$ cat src/rtl/onehot_wren_check_pkg.sv
// Shared types for the one-hot write-enable glitch detector.
// Collects the individual violation flags so the top can reduce them in one place.
package onehot_wren_check_pkg;

    typedef struct packed {
        logic multi;
        logic addr;
        logic en;
    } err_vec_t;

    function automatic logic err_any(input err_vec_t errs);
        return errs.multi | errs.addr | errs.en;
    endfunction

endpackage

$ cat src/rtl/onehot_wren_check_buf.sv
// Identity buffer for the strobe vector; kept as a distinct cell so the checker
// observes the physical strobe wires rather than a copy merged by synthesis.
(* keep = "true", dont_touch = "true" *)
module onehot_buf #(
    parameter int Width = 32
) (
    input  logic [Width-1:0] in_i,
    output logic [Width-1:0] out_o
);

    (* keep = "true", dont_touch = "true" *)
    logic [Width-1:0] buf_w;

    assign buf_w = in_i;
    assign out_o = buf_w;

endmodule

$ cat src/rtl/onehot_wren_check.sv
// Checks a decoded write-enable strobe for one-hot-ness and consistency with the
// address/enable that produced it; raises a combinational and a sticky error.
module onehot_wren_check
    import onehot_wren_check_pkg::*;
#(
    parameter int AddrWidth   = 5,
    parameter int OneHotWidth = 2 ** AddrWidth,
    parameter bit AddrCheck   = 1'b1,
    parameter bit EnableCheck = 1'b1,
    parameter bit StrictCheck = 1'b1
) (
    input  logic                   clk_i,
    input  logic                   rst_i,
    input  logic [OneHotWidth-1:0] oh_i,
    input  logic [AddrWidth-1:0]   addr_i,
    input  logic                   en_i,
    output logic                   err_o,
    output logic                   err_sticky_o
);

    localparam int Levels    = (OneHotWidth > 1) ? $clog2(OneHotWidth) : 0;
    localparam int NumLeaves = 1 << Levels;
    localparam int AddrSpan  = 1 << AddrWidth;
    localparam logic [AddrWidth:0] OhWidthA = (AddrWidth + 1)'(OneHotWidth);

    if (OneHotWidth > AddrSpan) begin : g_bad_width
        $error("onehot_wren_check: OneHotWidth exceeds 2**AddrWidth");
    end
    if (StrictCheck && !AddrCheck && !EnableCheck) begin : g_bad_strict
        $error("onehot_wren_check: StrictCheck needs AddrCheck or EnableCheck");
    end

    logic [OneHotWidth-1:0] oh_b;

    onehot_buf #(
        .Width(OneHotWidth)
    ) u_onehot_buf (
        .in_i (oh_i),
        .out_o(oh_b)
    );

    logic [NumLeaves-1:0] leaf_any;
    logic [AddrSpan-1:0]  oh_pad;

    // NOTE: defaults first, then the partial overwrite; without the default the
    // padding bits would hold their old value and infer a latch.
    always_comb begin
        leaf_any = '0;
        leaf_any[OneHotWidth-1:0] = oh_b;
        oh_pad = '0;
        oh_pad[OneHotWidth-1:0] = oh_b;
    end

    // Balanced tree: each node carries "any set" and "two or more set" of its subtree.
    for (genvar l = 0; l < Levels; l++) begin : g_level
        localparam int Nodes = NumLeaves >> (l + 1);
        logic [2*Nodes-1:0] any_in;
        logic [2*Nodes-1:0] two_in;
        logic [Nodes-1:0]   any_out;
        logic [Nodes-1:0]   two_out;

        if (l == 0) begin : g_first
            assign any_in = leaf_any;
            assign two_in = '0;
        end else begin : g_next
            assign any_in = g_level[l-1].any_out;
            assign two_in = g_level[l-1].two_out;
        end

        for (genvar k = 0; k < Nodes; k++) begin : g_node
            assign any_out[k] = any_in[2*k] | any_in[2*k+1];
            assign two_out[k] = two_in[2*k] | two_in[2*k+1]
                              | (any_in[2*k] & any_in[2*k+1]);
        end
    end

    logic any_hot;
    logic multi_hot;

    if (Levels == 0) begin : g_root_leaf
        assign any_hot   = leaf_any[0];
        assign multi_hot = 1'b0;
    end else begin : g_root_tree
        assign any_hot   = g_level[Levels-1].any_out[0];
        assign multi_hot = g_level[Levels-1].two_out[0];
    end

    logic     addr_in_range;
    logic     sel_hot;
    err_vec_t errs;

    assign addr_in_range = ({1'b0, addr_i} < OhWidthA);
    assign sel_hot       = oh_pad[addr_i];

    always_comb begin
        errs       = '0;
        errs.multi = multi_hot;
        if (AddrCheck) begin
            errs.addr = (any_hot && !sel_hot)
                      || (any_hot && !addr_in_range)
                      || (StrictCheck && sel_hot && !en_i);
        end
        if (EnableCheck) begin
            errs.en = (any_hot && !en_i)
                    || (StrictCheck && en_i && !any_hot);
        end
    end

    assign err_o = err_any(errs);

    logic err_sticky_d;
    logic err_sticky_q;

    assign err_sticky_d = err_sticky_q | err_o;

    // NOTE: state registers use non-blocking assignments so every flop samples
    // the pre-edge values, independent of process ordering.
    always_ff @(posedge clk_i) begin
        if (rst_i) begin
            err_sticky_q <= 1'b0;
        end else begin
            err_sticky_q <= err_sticky_d;
        end
    end

    assign err_sticky_o = err_sticky_q;

endmodule

$ cat config.mk
export PLATFORM = sky130hd
export DESIGN_NAME = onehot_wren_check
export DESIGN_NICKNAME = d
export VERILOG_FILES = /design/src/rtl/onehot_wren_check_pkg.sv /design/src/rtl/onehot_wren_check_buf.sv /design/src/rtl/onehot_wren_check.sv
export SDC_FILE = /design/constraint.sdc
export NUM_CORES = 1
export LEC_CHECK = 0
export CAP_MARGIN = 25
export CORE_MARGIN = 5
export CORE_UTILIZATION = 48
export DETAILED_ROUTE_END_ITERATION = 10
export PLACE_DENSITY_LB_ADDON = 0.15
export RECOVER_POWER = 100
export REMOVE_ABC_BUFFERS = 1
export SETUP_SLACK_MARGIN = 0.4
export SLEW_MARGIN = 30
export SYNTH_ARGS = -nofsm -noshare
export SYNTH_HDL_FRONTEND = slang
export SYNTH_HIERARCHICAL = 1
export SYNTH_SLANG_ARGS = --single-unit
export TNS_END_PERCENT = 50
$ cat constraint.sdc
create_clock -name clk_i -period 4.55 [get_ports clk_i]
set_input_delay 1.1375 -clock clk_i [delete_from_list [all_inputs] [get_ports clk_i]]
set_output_delay 1.1375 -clock clk_i [all_outputs]
set_load 0.02 [all_outputs]
## Word level (Yosys, flattened, before mapping)

Index checks and enable logic that the tools add are counted.

- Flip-flop bits (word level): 1
- Input bits: 40
- Output and inout port bits: 2
- Word-level logic and storage cells: 108

- Order comparisons: 1
- Mux-type cells: 2
- Bitwise gates (word level): 95
- Reduce and logical (&&, ||, !) cells: 9

Operator list:

| kind | count |
|---|---|
| 1-bit bitwise OR | 64 |
| 1-bit bitwise AND | 31 |
| 5-bit by 6-bit less-than comparator with 1-bit output (second input constant) | 1 |
| 1-bit binary-select mux with 5-bit select | 1 |
| 1-bit logical AND | 4 |
| 1-bit logical NOT | 3 |
| 1-bit logical OR | 2 |
| 1-bit 2-to-1 mux | 1 |

## Logic depth before layout (Yosys ltp)

- Depth in word-level cells: 12
- Gate-level depth with buffers: 6
- Gate-level depth less buffers: 5

## Hierarchy

Netlist, hierarchy kept.

Modules (own cells, without submodules):

| module | times used | cells each | area each (sq um) | sequential area each (sq um) |
|---|---|---|---|---|
| onehot_wren_check | 1 | 67 | 621.8 | 20.0 |
| onehot_buf | 1 | 64 | 480.5 | 0.0 |

## Worst setup path before layout

No wires, ideal clock.

- Path type: input -> output
- From: input port oh_i[29]
- To: output port err_o
- Arrival: 2,809 ps
- Required time: 3,413 ps
- Path slack: 604 ps
- Cell stages on the path: 6
- Buffers on the path: 1
- Cells stage by stage: buf_4 nor4_1 nand4_1 or2_2 and4_4 o21ai_0

- Word-level cells in the longest chain between the ends: 11
- Elaborated cells between the ends (all ways): 30
- Classes of those cells: mux (2); bitwise (20); reduce/logical (8)

Ends and longest elaborated chain:

| element | RTL line | text |
|---|---|---|
| start, declared | onehot_wren_check.sv:14 | `input logic [OneHotWidth-1:0] oh_i,` |
| 1-bit bitwise AND or 1-bit bitwise OR (tied branches) | onehot_wren_check.sv:73, onehot_wren_check.sv:71 |  |
| 1-bit bitwise OR or 1-bit bitwise AND (tied branches) | onehot_wren_check.sv:72, onehot_wren_check.sv:73 |  |
| 1-bit bitwise OR | onehot_wren_check.sv:73 | `\| (any_in[2*k] & any_in[2*k+1]);` |
| 1-bit bitwise OR | onehot_wren_check.sv:72 | `assign two_out[k] = two_in[2*k] \| two_in[2*k+1]` |
| 1-bit bitwise OR | onehot_wren_check.sv:73 |  |
| 1-bit bitwise OR | onehot_wren_check.sv:72 |  |
| 1-bit bitwise OR | onehot_wren_check.sv:73 |  |
| 1-bit bitwise OR | onehot_wren_check.sv:72 |  |
| 1-bit bitwise OR | onehot_wren_check.sv:73 |  |
| 1-bit bitwise OR | onehot_wren_check_pkg.sv:12 | `return errs.multi \| errs.addr \| errs.en;` |
| 1-bit bitwise OR (*) | onehot_wren_check_pkg.sv:12 |  |
| end, declared | onehot_wren_check.sv:17 | `output logic err_o,` |

Mark *: on every way between the ends. The rest lies on a longest branch, timed or not. The select of a mux whose other input is x is not followed.

## Worst setup path after layout

- From: input port oh_i[9]
- To: output port err_o

Same word-level chain as after synthesis.

==> out/qor.yml <==
cp-start-kind: "input port"
power_switching_w: 0.0000545
drtAntennaViolNets: 0
dp_hpwl_um: 2330
fp.dieW_um: 52.4
seqPwrFrac_pct: 7.4
drv_cap: 0
endpoint_kind: "primary output"
cts_hold_buf: 0
largest_register_ffs: 1
irDropWorstVdd_v: 0.0000562
timing.final.crit_share_pct: 96.6
crit_fanout: 3
p_int_w: 0.0000778
grt_max_degree: 9
rr_worst_depth: 2
status: "complete, no violations"
clkLatencyLatePin_ps: 0
power.share.clock_pct: 0
grt_pass1_vias: 1022
dr.pass1.iters: 6
slowest_delay_ps: 590
drtIter0Drc: 84
row_count: 15
fillers: 93
period_minus_slack_ps: 4400
pwr-share-comb_pct: 92.6
routedWlPerCell_um: 24.2
avgSynthCellArea_um2: 8.71
start_util_pct: 49.9
crit_type: "in -> out"
clock-skew-final_ps: 0
die_y_um: 52.4
rsz0062_at_grt: "no"
die_area_mm2: 0.00274
viasPerCell: 7.05
hold_ws_ps: 536
crit_chain: "dlygate4sd3_1 -> buf_4 -> a22oi_1 -> nand4_1 -> a2111oi_0 -> and3_1 -> o21ai_2 -> buf_4"
antenna_cells: 0
vias: 1191
globalRoute.totalOverflow: 0
hold_viol_final: 0
hold_class: "reg -> reg"
final-setup-viol-count: 0
tightest_slew_ps: 370
drt_wl_total_um: 4080
fmaxAchievable_mhz: 227
r2r_end: "err_sticky_o$_SDFF_PP0_"
netlist_instances: 99
max_slew_margin_pct: 74.7
path_buf_inv: 3
final_nets: 186
crit_family: "buffers and inverters"
hold_path_depth: 2
reg2reg_slack_ps: 3760
syn_to_final_growth_pct: 75.9
min_to: "err_sticky_o$_SDFF_PP0_"
grt.total_usage_pct: 20.3
min_from: "err_sticky_o$_SDFF_PP0_"
required_ps: 3410
drc: 0
numPortBuffers: 41
power_density_mw_per_mm2: 87.3
coreArea_mm2: 0.00173
antenna_found_initial: 0
switching_share_pct: 41.2
power_leakage_nw: 0.744
crit_path_top_delay_cell: "dlygate4sd3_1"
grt_pass1_wl_um: 4300
drv_slew: 0
synth_area_um2: 862
crit_path_frequent_cell: "buf_4"
drive_gt1_share_pct: 41.0
rr_startpoint: "err_sticky_o$_SDFF_PP0_"
cp_data_arrival_time_ps: 3260
utilization_pct: 87.8
clkTransAtPathRegs_ps: 0
io_pins: 42
gp_congestion: 0.841
ys.warnings.count: 6
==> area by class of cell <==
type | count | area (um2) | share of cell area (%)
Inverter | 2 | 7.51 | 0.495
Multi-Input combinational cell | 62 | 704 | 46.5
Sequential cell | 1 | 20.0 | 1.32
Timing Repair Buffer | 79 | 753 | 49.7
Tap cell | 25 | 31.3 | 2.06
==> worst min-delay path, stage by stage, from the launching register on <==
cell      delay (ps)
dfxtp_1          300
inv_1             70
a311oi_2         100
==> power by group through the flow <==
stage                     logic [W]  clock network, W  registers, W
after global placement     0.000101                 0    0.00000978
after floorplan           0.0000286                 0     0.0000103
after global routing       0.000127                 0    0.00000982
after detailed placement   0.000103                 0    0.00000980
final                      0.000123                 0    0.00000980
after CTS                  0.000107                 0    0.00000980
==> per-layer routing <==
metal,track usage (%),part of all wire (%),vias up
met1,21.7,33,561
li1,-,-,478
met2,41.1,51,116
met4,5.11,6.8,0
met5,0,0,-
met3,1.71,9.0,36
==> timing repair <==
action | 4_1_cts | 5_1_grt
gates resized for setup | 20 | 36
pin swaps | 4 | 12
endpoints found under the setup margin | 1 | 1
buffers inserted | 2 | 3
==> stage by stage <==
stage                     instance area, um2  total power (W)  setup TNS, ps  instances  setup slack, ps
after floorplan                          607        0.0000389              0         65              731
after global placement                  1310         0.000111           -228        164             -228
after detailed placement                1310         0.000113           -298        164             -298
after CTS                               1340         0.000116              0        166              410
after global routing                    1520         0.000137              0        169              152
final                                   1520         0.000132              0        169              154
==> worst max path at each step <==
stage	from	endpoint	slack, ps	cells after the start
2_1_floorplan	oh_i[29]	err_o	730	5
3_3_place_gp	addr_i[1]	err_o	-230	8
3_5_place_dp	addr_i[1]	err_o	-300	8
4_1_cts	oh_i[31]	err_o	410	8
5_1_grt	oh_i[9]	err_o	150	8
6_report	oh_i[9]	err_o	150	8
==> cells in the final DEF, fill, tap and decap left out, drive strengths merged, types with 4 or more instances in the layout <==
cell / count
buf: 39
dlymetal6s2s: 21
clkdlybuf4s50: 13
nor4: 11
o22ai: 10
a22oi: 10
mux4: 8
nand4: 5
dlygate4sd2: 4
No activity file was read; power rests on OpenSTA's default activity.
